$ cat config.mk
export PLATFORM = sky130hd
export DESIGN_NAME = axi_mm2s_dma_flat
export DESIGN_NICKNAME = d
export VERILOG_FILES = /design/src/rtl/axi_mm2s_dma_if.sv /design/src/rtl/axi_mm2s_dma.sv /design/src/flat_wrapper.sv
export SDC_FILE = /design/constraint.sdc
export NUM_CORES = 1
export LEC_CHECK = 0
export CAP_MARGIN = 30
export CORE_MARGIN = 2
export CORE_UTILIZATION = 48
export DETAILED_ROUTE_END_ITERATION = 8
export PLACE_DENSITY = 0.91
export SLEW_MARGIN = 40
export SYNTH_ARGS = -nofsm -noshare
export SYNTH_HDL_FRONTEND = slang
export SYNTH_SLANG_ARGS = --single-unit
$ cat constraint.sdc
create_clock -name m_axi_acp_aclk -period 4.4 [get_ports m_axi_acp_aclk]
set_input_delay 0.88 -clock m_axi_acp_aclk [delete_from_list [all_inputs] [get_ports m_axi_acp_aclk]]
set_output_delay 0.88 -clock m_axi_acp_aclk [all_outputs]
set_load 0.01 [all_outputs]
$ cat src/rtl/axi_mm2s_dma_if.sv
// AXI3 read-address/read-data channels plus the outgoing stream, as seen by the MM2S DMA.
// Every channel transfers a beat on a rising clock edge where valid && ready; the source keeps
// valid and its payload stable until that edge, and ready may be driven combinationally.
interface axi_mm2s_dma_if #(
    parameter int DATA_W = 64
);
    logic [2:0]        m_axi_acp_arid;
    logic [31:0]       m_axi_acp_araddr;
    logic [3:0]        m_axi_acp_arlen;
    logic [2:0]        m_axi_acp_arsize;
    logic [1:0]        m_axi_acp_arburst;
    logic [3:0]        m_axi_acp_arcache;
    logic [2:0]        m_axi_acp_arprot;
    logic              m_axi_acp_arvalid;
    logic              m_axi_acp_arready;

    logic [DATA_W-1:0] m_axi_acp_rdata;
    logic [1:0]        m_axi_acp_rresp;
    logic              m_axi_acp_rlast;
    logic              m_axi_acp_rvalid;
    logic              m_axi_acp_rready;

    logic [DATA_W-1:0] mm2s_data;
    logic              mm2s_valid;
    logic              mm2s_last;
    logic              mm2s_ready;

    modport master (
        output m_axi_acp_arid, m_axi_acp_araddr, m_axi_acp_arlen, m_axi_acp_arsize,
               m_axi_acp_arburst, m_axi_acp_arcache, m_axi_acp_arprot, m_axi_acp_arvalid,
        input  m_axi_acp_arready,
        input  m_axi_acp_rdata, m_axi_acp_rresp, m_axi_acp_rlast, m_axi_acp_rvalid,
        output m_axi_acp_rready,
        output mm2s_data, mm2s_valid, mm2s_last,
        input  mm2s_ready
    );

    modport slave (
        input  m_axi_acp_arid, m_axi_acp_araddr, m_axi_acp_arlen, m_axi_acp_arsize,
               m_axi_acp_arburst, m_axi_acp_arcache, m_axi_acp_arprot, m_axi_acp_arvalid,
        output m_axi_acp_arready,
        output m_axi_acp_rdata, m_axi_acp_rresp, m_axi_acp_rlast, m_axi_acp_rvalid,
        input  m_axi_acp_rready,
        input  mm2s_data, mm2s_valid, mm2s_last,
        output mm2s_ready
    );
endinterface

$ cat src/rtl/axi_mm2s_dma.sv
// Memory-to-stream DMA: issues AXI3 INCR read bursts (4 KB safe, bounded outstanding)
// and forwards read data straight onto the stream with a whole-transfer last flag.
module axi_mm2s_dma #(
    parameter int DATA_W    = 64,
    parameter int MAX_BURST = 16,
    parameter int MAX_OUT   = 4,
    parameter int LEN_W     = 24
) (
    input  logic              m_axi_acp_aclk,
    input  logic              axi_resetn,
    input  logic              start,
    input  logic [31:0]       base_addr,
    input  logic [LEN_W-1:0]  num_beats,
    output logic              busy,
    output logic              done,
    output logic              err,
    output logic [1:0]        dbg_state,
    axi_mm2s_dma_if.master    axi
);
    localparam int BYTES = DATA_W / 8;
    localparam int SZ    = $clog2(BYTES);

    typedef enum logic [1:0] {
        IDLE  = 2'd0,
        RUN   = 2'd1,
        DRAIN = 2'd2
    } state_t;

    state_t            state;
    logic [31:0]       ar_addr;
    logic [3:0]        ar_len;
    logic [4:0]        ar_beats;
    logic              ar_valid;
    logic [LEN_W-1:0]  rem_ar;
    logic [LEN_W-1:0]  last_idx;
    logic [LEN_W-1:0]  r_cnt;
    logic [3:0]        outstanding;
    logic              busy_q;
    logic              done_q;
    logic              err_q;

    logic              active;
    logic              ar_hs;
    logic              r_hs;
    logic              final_beat;
    logic [12:0]       to_4k_bytes;
    logic [12:0]       to_4k_beats;
    logic [4:0]        rem_clip;
    logic [4:0]        b4k_clip;
    logic [4:0]        next_beats;

    assign active     = (state != IDLE);
    assign ar_hs      = ar_valid && axi.m_axi_acp_arready;
    assign r_hs       = axi.m_axi_acp_rvalid && axi.mm2s_ready;
    assign final_beat = active && (r_cnt == last_idx);

    // Burst size is the smallest of the burst cap, the remaining work and the room left in this 4 KB page.
    always_comb begin
        to_4k_bytes = 13'h1000 - {1'b0, ar_addr[11:0]};
        to_4k_beats = to_4k_bytes >> SZ;
        rem_clip    = (rem_ar >= LEN_W'(MAX_BURST)) ? 5'(MAX_BURST) : rem_ar[4:0];
        b4k_clip    = (to_4k_beats >= 13'(MAX_BURST)) ? 5'(MAX_BURST) : to_4k_beats[4:0];
        next_beats  = (rem_clip < b4k_clip) ? rem_clip : b4k_clip;
    end

    assign axi.m_axi_acp_arid    = 3'b100;
    assign axi.m_axi_acp_araddr  = ar_addr;
    assign axi.m_axi_acp_arlen   = ar_len;
    assign axi.m_axi_acp_arsize  = 3'(SZ);
    assign axi.m_axi_acp_arburst = 2'b01;
    assign axi.m_axi_acp_arcache = 4'b0011;
    assign axi.m_axi_acp_arprot  = 3'b010;
    assign axi.m_axi_acp_arvalid = ar_valid;

    // Read data is a pure wire-through; the stream sink owns the R channel back-pressure.
    assign axi.m_axi_acp_rready = axi.mm2s_ready;
    assign axi.mm2s_valid       = axi.m_axi_acp_rvalid;
    assign axi.mm2s_data        = axi.m_axi_acp_rdata;
    assign axi.mm2s_last        = final_beat;

    assign busy      = busy_q;
    assign done      = done_q;
    assign err       = err_q;
    assign dbg_state = state;

    always_ff @(posedge m_axi_acp_aclk or negedge axi_resetn) begin
        if (!axi_resetn) begin
            state       <= IDLE;
            ar_addr     <= '0;
            ar_len      <= '0;
            ar_beats    <= '0;
            ar_valid    <= 1'b0;
            rem_ar      <= '0;
            last_idx    <= '0;
            r_cnt       <= '0;
            outstanding <= '0;
            busy_q      <= 1'b0;
            done_q      <= 1'b0;
            err_q       <= 1'b0;
        end else begin
            done_q <= 1'b0;
            if (done_q) begin
                busy_q <= 1'b0;
            end

            // Bursts still count as outstanding only for the transfer in flight, never for stray beats.
            case ({ar_hs, active && r_hs && axi.m_axi_acp_rlast})
                2'b10:   outstanding <= outstanding + 4'd1;
                2'b01:   outstanding <= outstanding - 4'd1;
                default: outstanding <= outstanding;
            endcase

            if (active && r_hs) begin
                r_cnt <= r_cnt + LEN_W'(1);
                if (axi.m_axi_acp_rresp != 2'b00) begin
                    err_q <= 1'b1;
                end
            end

            case (state)
                IDLE: begin
                    if (start && !busy_q) begin
                        err_q    <= 1'b0;
                        busy_q   <= 1'b1;
                        ar_addr  <= base_addr & ~32'(BYTES - 1);
                        rem_ar   <= num_beats;
                        last_idx <= num_beats - LEN_W'(1);
                        r_cnt    <= '0;
                        if (num_beats == '0) begin
                            done_q <= 1'b1;
                        end else begin
                            state <= RUN;
                        end
                    end
                end
                RUN: begin
                    if (ar_hs) begin
                        ar_valid <= 1'b0;
                        ar_addr  <= ar_addr + (32'(ar_beats) << SZ);
                        rem_ar   <= rem_ar - LEN_W'(ar_beats);
                        if (rem_ar == LEN_W'(ar_beats)) begin
                            state <= DRAIN;
                        end
                    end else if (!ar_valid && (rem_ar != '0) && (outstanding < 4'(MAX_OUT))) begin
                        ar_valid <= 1'b1;
                        ar_len   <= 4'(next_beats - 5'd1);
                        ar_beats <= next_beats;
                    end
                end
                DRAIN: begin
                    state <= DRAIN;
                end
                default: begin
                    state <= IDLE;
                end
            endcase

            // The final beat also retires the last outstanding burst, so this is the DRAIN exit.
            if (active && r_hs && final_beat) begin
                state  <= IDLE;
                done_q <= 1'b1;
            end
        end
    end
endmodule
$ cat src/flat_wrapper.sv
// flat-port wrapper written by rule: the top's interface ports become plain ports
module axi_mm2s_dma_flat 
#(
    parameter int DATA_W    = 64,
    parameter int MAX_BURST = 16,
    parameter int MAX_OUT   = 4,
    parameter int LEN_W     = 24
)
  (m_axi_acp_aclk, axi_resetn, start, base_addr, num_beats, busy, done, err, dbg_state, axi_m_axi_acp_arid, axi_m_axi_acp_araddr, axi_m_axi_acp_arlen, axi_m_axi_acp_arsize, axi_m_axi_acp_arburst, axi_m_axi_acp_arcache, axi_m_axi_acp_arprot, axi_m_axi_acp_arvalid, axi_m_axi_acp_arready, axi_m_axi_acp_rdata, axi_m_axi_acp_rresp, axi_m_axi_acp_rlast, axi_m_axi_acp_rvalid, axi_m_axi_acp_rready, axi_mm2s_data, axi_mm2s_valid, axi_mm2s_last, axi_mm2s_ready);
  axi_mm2s_dma_if #(.DATA_W(DATA_W)) axi_i ();
  input  logic m_axi_acp_aclk;
  input  logic axi_resetn;
  input  logic start;
  input  logic [31:0] base_addr;
  input  logic [LEN_W-1:0] num_beats;
  output logic busy;
  output logic done;
  output logic err;
  output logic [1:0] dbg_state;
  output wire logic [$bits(axi_i.m_axi_acp_arid)-1:0] axi_m_axi_acp_arid;
  output wire logic [$bits(axi_i.m_axi_acp_araddr)-1:0] axi_m_axi_acp_araddr;
  output wire logic [$bits(axi_i.m_axi_acp_arlen)-1:0] axi_m_axi_acp_arlen;
  output wire logic [$bits(axi_i.m_axi_acp_arsize)-1:0] axi_m_axi_acp_arsize;
  output wire logic [$bits(axi_i.m_axi_acp_arburst)-1:0] axi_m_axi_acp_arburst;
  output wire logic [$bits(axi_i.m_axi_acp_arcache)-1:0] axi_m_axi_acp_arcache;
  output wire logic [$bits(axi_i.m_axi_acp_arprot)-1:0] axi_m_axi_acp_arprot;
  output wire logic [$bits(axi_i.m_axi_acp_arvalid)-1:0] axi_m_axi_acp_arvalid;
  input wire logic [$bits(axi_i.m_axi_acp_arready)-1:0] axi_m_axi_acp_arready;
  input wire logic [$bits(axi_i.m_axi_acp_rdata)-1:0] axi_m_axi_acp_rdata;
  input wire logic [$bits(axi_i.m_axi_acp_rresp)-1:0] axi_m_axi_acp_rresp;
  input wire logic [$bits(axi_i.m_axi_acp_rlast)-1:0] axi_m_axi_acp_rlast;
  input wire logic [$bits(axi_i.m_axi_acp_rvalid)-1:0] axi_m_axi_acp_rvalid;
  output wire logic [$bits(axi_i.m_axi_acp_rready)-1:0] axi_m_axi_acp_rready;
  output wire logic [$bits(axi_i.mm2s_data)-1:0] axi_mm2s_data;
  output wire logic [$bits(axi_i.mm2s_valid)-1:0] axi_mm2s_valid;
  output wire logic [$bits(axi_i.mm2s_last)-1:0] axi_mm2s_last;
  input wire logic [$bits(axi_i.mm2s_ready)-1:0] axi_mm2s_ready;
  assign axi_m_axi_acp_arid = axi_i.m_axi_acp_arid;
  assign axi_m_axi_acp_araddr = axi_i.m_axi_acp_araddr;
  assign axi_m_axi_acp_arlen = axi_i.m_axi_acp_arlen;
  assign axi_m_axi_acp_arsize = axi_i.m_axi_acp_arsize;
  assign axi_m_axi_acp_arburst = axi_i.m_axi_acp_arburst;
  assign axi_m_axi_acp_arcache = axi_i.m_axi_acp_arcache;
  assign axi_m_axi_acp_arprot = axi_i.m_axi_acp_arprot;
  assign axi_m_axi_acp_arvalid = axi_i.m_axi_acp_arvalid;
  assign axi_i.m_axi_acp_arready = axi_m_axi_acp_arready;
  assign axi_i.m_axi_acp_rdata = axi_m_axi_acp_rdata;
  assign axi_i.m_axi_acp_rresp = axi_m_axi_acp_rresp;
  assign axi_i.m_axi_acp_rlast = axi_m_axi_acp_rlast;
  assign axi_i.m_axi_acp_rvalid = axi_m_axi_acp_rvalid;
  assign axi_m_axi_acp_rready = axi_i.m_axi_acp_rready;
  assign axi_mm2s_data = axi_i.mm2s_data;
  assign axi_mm2s_valid = axi_i.mm2s_valid;
  assign axi_mm2s_last = axi_i.mm2s_last;
  assign axi_i.mm2s_ready = axi_mm2s_ready;
  axi_mm2s_dma #(.DATA_W(DATA_W), .MAX_BURST(MAX_BURST), .MAX_OUT(MAX_OUT), .LEN_W(LEN_W)) u_core (.m_axi_acp_aclk(m_axi_acp_aclk), .axi_resetn(axi_resetn), .start(start), .base_addr(base_addr), .num_beats(num_beats), .busy(busy), .done(done), .err(err), .dbg_state(dbg_state), .axi(axi_i));
endmodule
======== Yosys cells after proc, flatten, opt, wreduce, memory -nomap -nowiden ========
Cells that the tools add are included.
word-level totals
  bits of input ports ..................... 129
  output and inout bits ................... 124
  word-level logic and storage cells ...... 93
  flip-flop bits (word level) ............. 123
cells by class
  eq/ne operators ......................... 12
  bitwise operators ....................... 1
  multiplexer cells ....................... 32
  reductions and logical operators ........ 24
  order comparisons ....................... 4
  add/subtract/negate cells ............... 8
operators with widths
  kind                                                                    number
  24-bit two-way mux                                                      5
  32-bit two-way mux                                                      2
  32-bit case mux with 2 select lines                                     1
  24-bit case mux with 2 select lines                                     1
  32-bit by 8-bit adder with 32-bit output                                1
  24-bit by 1-bit adder with 24-bit output, second input constant         1
  24-bit equality test                                                    1
  24-bit by 5-bit equality test with 1-bit output                         1
  24-bit by 5-bit >= comparator with 1-bit output, second input constant  1
  24-bit zero test                                                        1
  24-bit nonzero test                                                     1
  24-bit by 1-bit subtractor with 24-bit output, second input constant    1
  24-bit by 5-bit subtractor with 24-bit output                           1
  5-bit two-way mux                                                       3
  1-bit two-way mux                                                       13
  13-bit by 12-bit subtractor with 13-bit output, first input constant    1
  10-bit by 5-bit >= comparator with 1-bit output, second input constant  1
  2-bit two-way mux                                                       5
  2-bit nonzero test                                                      5
  1-bit logical AND                                                       9
  3-bit by 1-bit != test with 1-bit output, second input constant         3
  4-bit case mux with 2 select lines                                      1
  4-bit by 1-bit subtractor with 4-bit output, second input constant      2
  2-bit case mux with 3 select lines                                      1
  other kinds (13)                                                        19

======== Depth between registers and ports, before layout ========
  word-level depth ........................ 6
  gate-level depth with buffers ........... 17
  mapped depth without buffers ............ 17

======== Least setup slack after synthesis ========
No wires, ideal clock.
  path kind ............................... reg2reg
  from .................................... register u_core.ar_addr[4] (netlist: u_core.axi.m_axi_acp_araddr[4])
  to ...................................... register u_core.ar_len[2] (netlist: u_core.axi.m_axi_acp_arlen[2])
  clock period less this slack ............ 3,534 ps
  arrival ................................. 3,410 ps
  stages on the path, launching flop included .. 17
  data required time ...................... 4,275 ps
  path buffers ............................ 0
  setup time .............................. 125 ps
  setup slack ............................. 866 ps
  cell sequence ........................... dfrtp_1 > inv_1 > ha_1 > or3b_2 > a311oi_1 > a21oi_1 > or2_2 > ha_1 > o21ai_0 > o21ai_0 > and2b_1 > o31a_4 > nor3_1 > a31oi_1 > ha_1 > xnor2_1 > mux2_2
between the ends
  longest elaborated chain between the ends .. 6
RTL lines
  element                                           RTL line             RTL
  from (decl)                                       axi_mm2s_dma.sv:30   logic [31:0] ar_addr;
  from (signal assigned)                            axi_mm2s_dma.sv:125  ar_addr <= base_addr & ~32'(BYTES - 1);
  from (signal assigned)                            axi_mm2s_dma.sv:139  ar_addr <= ar_addr + (32'(ar_beats) << SZ);
  13-bit by 12-bit subtractor with 13-bit output *  axi_mm2s_dma.sv:59   to_4k_bytes = 13'h1000 - {1'b0, ar_addr[11:0]};
  10-bit by 5-bit >= comparator with 1-bit output   axi_mm2s_dma.sv:62   b4k_clip = (to_4k_beats >= 13'(MAX_BURST)) ? 5'(MAX_BURST) : to_4k_beats[4:0];
  5-bit two-way mux *                               axi_mm2s_dma.sv:62
  5-bit < comparator                                axi_mm2s_dma.sv:63   next_beats = (rem_clip < b4k_clip) ? rem_clip : b4k_clip;
  5-bit two-way mux *                               axi_mm2s_dma.sv:63
  4-bit by 1-bit subtractor with 4-bit output *     axi_mm2s_dma.sv:146  ar_len <= 4'(next_beats - 5'd1);
  to (signal assigned)                              axi_mm2s_dma.sv:146
  to (decl)                                         axi_mm2s_dma.sv:31   logic [3:0] ar_len;
Mark *: on every way between the ends. The rest lies on a longest branch, timed or not.
A chain may end at the register's enable or synchronous reset.

======== Final worst setup path ========
Ends and elaborated chain as after synthesis.

==> metrics.txt <==
run status finished, final reports clean; crit path to u_core.axi.m_axi_acp_arlen[2]; Worst-Margin Slew 0.794 ns; Seq/Total Area, Yosys 36.8%; r2r endpoint u_core.axi.m_axi_acp_arlen[2]; Post-synth EDFFs 0; WP data required 4.70 ns; Setup CP Type reg -> reg; final instance area 9430 µm²; Setup crit end kind flip-flop; largest cells by area after synthesis dfrtp_1 (37%), buf_4 (7.7%), nand2_1 (5.6%); r2r setup slk 0.44 ns; nets 1,147; initial cell density of the core 49.2%; CTS hold repair buffers 0; mapped cell area 8170 µm²; vias in the first global route 6,543; final wirelength 19,700 µm; # port buffers 103; pin count of the biggest net entering global routing 84; Max clock buf depth 2; fill cell count 1,423; Via density 5.66; share of layout cells above drive strength 1 6.27%; Netlist cell types 69; number of remaining DRC errors 0; die area 18,100 µm²; placed instance area 8830 µm²; Worst-path clk slew 0.05 ns; Met1 Wirelength 8250 µm; Arr. time, crit path 4.26 ns; Tot GR Track Use 22.3%; Hold WC Path Type in -> async; worst skew pair latency 0.42 ns; detailed-placement wirelength estimate 13,800 µm; final setup TNS 0 ns; synthesized area per cell 8.44 µm²; LEAKAGE 0.00407 µW; Die W 134 µm; H-tree levels 4; Final min period 3.96 ns; synthesis-stage register bit count 120; antenna-violating nets left 0; Vias 6,931; First DRT Iteration DRCs 537; CTS buffer count 17; CP Launch Type flip-flop; Slew Viols, Final 0; n_diodes 0; TritonCTS clock tree built; ys async rst share 100%; row count 47; area of the multi-input gates 4310 µm²; Pre-antenna DRT Iters 7; Peak VDD IR 299 µV; clk sinks 120; Syn Inst Count 967; commonest non-fill, non-tap cell in the layout nand2_1; Reg area 3000 µm²; Yosys top cell area share 36.8%; R2R depth 16; total gr overflow 0; commonest cells after routing, fill and taps aside nand2_1 (121), dfrtp_1 (120), clkdlybuf4s50_1 (102); fin crit share 90.0%; YS warnings 0; # IOs 253; Worst Skew 0.00876 ns; routability cong. 0.922; crit path from u_core.axi.m_axi_acp_araddr[4]; uppermost layer routed met4; initial antenna violation count 0; PwrDens 291 nW/µm²; drt wl/cell 16.1 µm; Root Buffer clkbuf_16; Max transition margin 47.0%; Reg2Reg Launch Point u_core.axi.m_axi_acp_araddr[4]; # setup viols final 0; Max Clock Freq 252 MHz; post-CTS setup buffers 0; Primary FF master, synth dfrtp_1; global-route wire length before repair 32,400 µm; Resize count post-CTS 0; Die H 134 µm; met3 routed WL 1390 µm; Core Footprint 16,600 µm²; Area Overhead vs Synth 15.5%; worst-path fanout max 7; max-cap check violation count 0; met2 wire len 9650 µm; final hold viol count 0; RSZ-0062 raised after global routing no; cell taking the most area after synthesis dfrtp_1
==> worst max-delay path, cell delays in order, from the launching register on <==
cell and delay, ns:
dfrtp_1 0.44, inv_1 0.16, ha_1 0.24, or3b_2 0.45
a311oi_1 0.26, a21oi_1 0.08, or2_2 0.33, ha_1 0.28
o21ai_0 0.07, o21ai_0 0.30, and2b_1 0.23, o31a_4 0.20
nor3_1 0.05, a31oi_1 0.23, ha_1 0.21, xnor2_1 0.07
mux2_2 0.25
==> registers in the layout, indices dropped and copies added, names as in the netlist <==
signal and flops:
u_core.outstanding 4, u_core.r_cnt 24, u_core.last_idx 24, u_core.axi.m_axi_acp_arlen 4
u_core.ar_beats 5, u_core.rem_ar 24, u_core.axi.m_axi_acp_arvalid 1, u_core.done 1
u_core.dbg_state 2, u_core.axi.m_axi_acp_araddr 29, u_core.busy 1, u_core.err 1
==> kinds of logic after synthesis <==
family / Yosys count / share of synthesized area (%)
compound gates: 226 / 16.4
xor+xnor: 70 / 7.51
fa+ha+maj: 26 / 4.26
buf+inv: 161 / 11.3
flops: 120 / 36.8
mux: 25 / 3.14
other cells: 2 / 0.0920
simple gates: 337 / 20.6
==> per-layer routing <==
metal / track usage (%) / vias to the layer above
met4: 8.13 / 0
met5: 0 / -
met1: 28.3 / 3271
li1: - / 3338
met2: 37.2 / 282
met3: 5.25 / 40
==> power by group <==
part	total (µW)	switching [µW]	leakage, µW	internal [µW]
logic	202	102	0.00227	100
registers	1150	19.9	0.00151	1130
clock network	1390	490	0.000289	905
total	2740	611	0.00407	2130
==> final cells by class <==
cell class	count	area share, %
Clock buffer	25	5.36
Clock inverter	7	0.955
Inverter	38	1.51
Multi-Input combinational cell	702	45.7
Sequential cell	120	31.8
Tap cell	220	2.92
Timing Repair Buffer	113	11.7
==> how the worst min path moves through the flow <==
stage	to	slack (ns)	cells past startpoint
2_1_floorplan	u_core.outstanding[3]	0.44	1
3_3_place_gp	u_core.busy	0.44	1
3_5_place_dp	u_core.busy	0.46	1
4_1_cts	u_core.busy	0.46	1
5_1_grt	u_core.r_cnt[5]	0.49	1
6_report	u_core.r_cnt[23]	0.45	1
==> cells in the mapped netlist (19+ instances only) <==
cell / count
xor2_1: 29
nor3_1: 23
nand2_1: 121
buf_4: 84
nand3_1: 19
o22ai_1: 29
ha_1: 23
xnor2_1: 41
a21oi_1: 74
clkbuf_1: 30
nor2_1: 69
mux2i_1: 23
inv_1: 38
o21ai_0: 74
dfrtp_1: 120
==> stage by stage <==
stage                     std cells  hold WS (ns)  setup WS (ns)  total power [µW]  util [%]
after floorplan                 983         0.442          0.866              1320         -
after global placement         1193         0.436          0.619              1360      53.3
after detailed placement       1193         0.455          0.527              1360      53.3
after CTS                      1225         0.465          0.458              2770      56.9
after global routing           1225         0.486          0.141              2840      56.9
final                          1225         0.445          0.438              2740      56.9
Note: power is estimated with default switching activity, not from simulation.
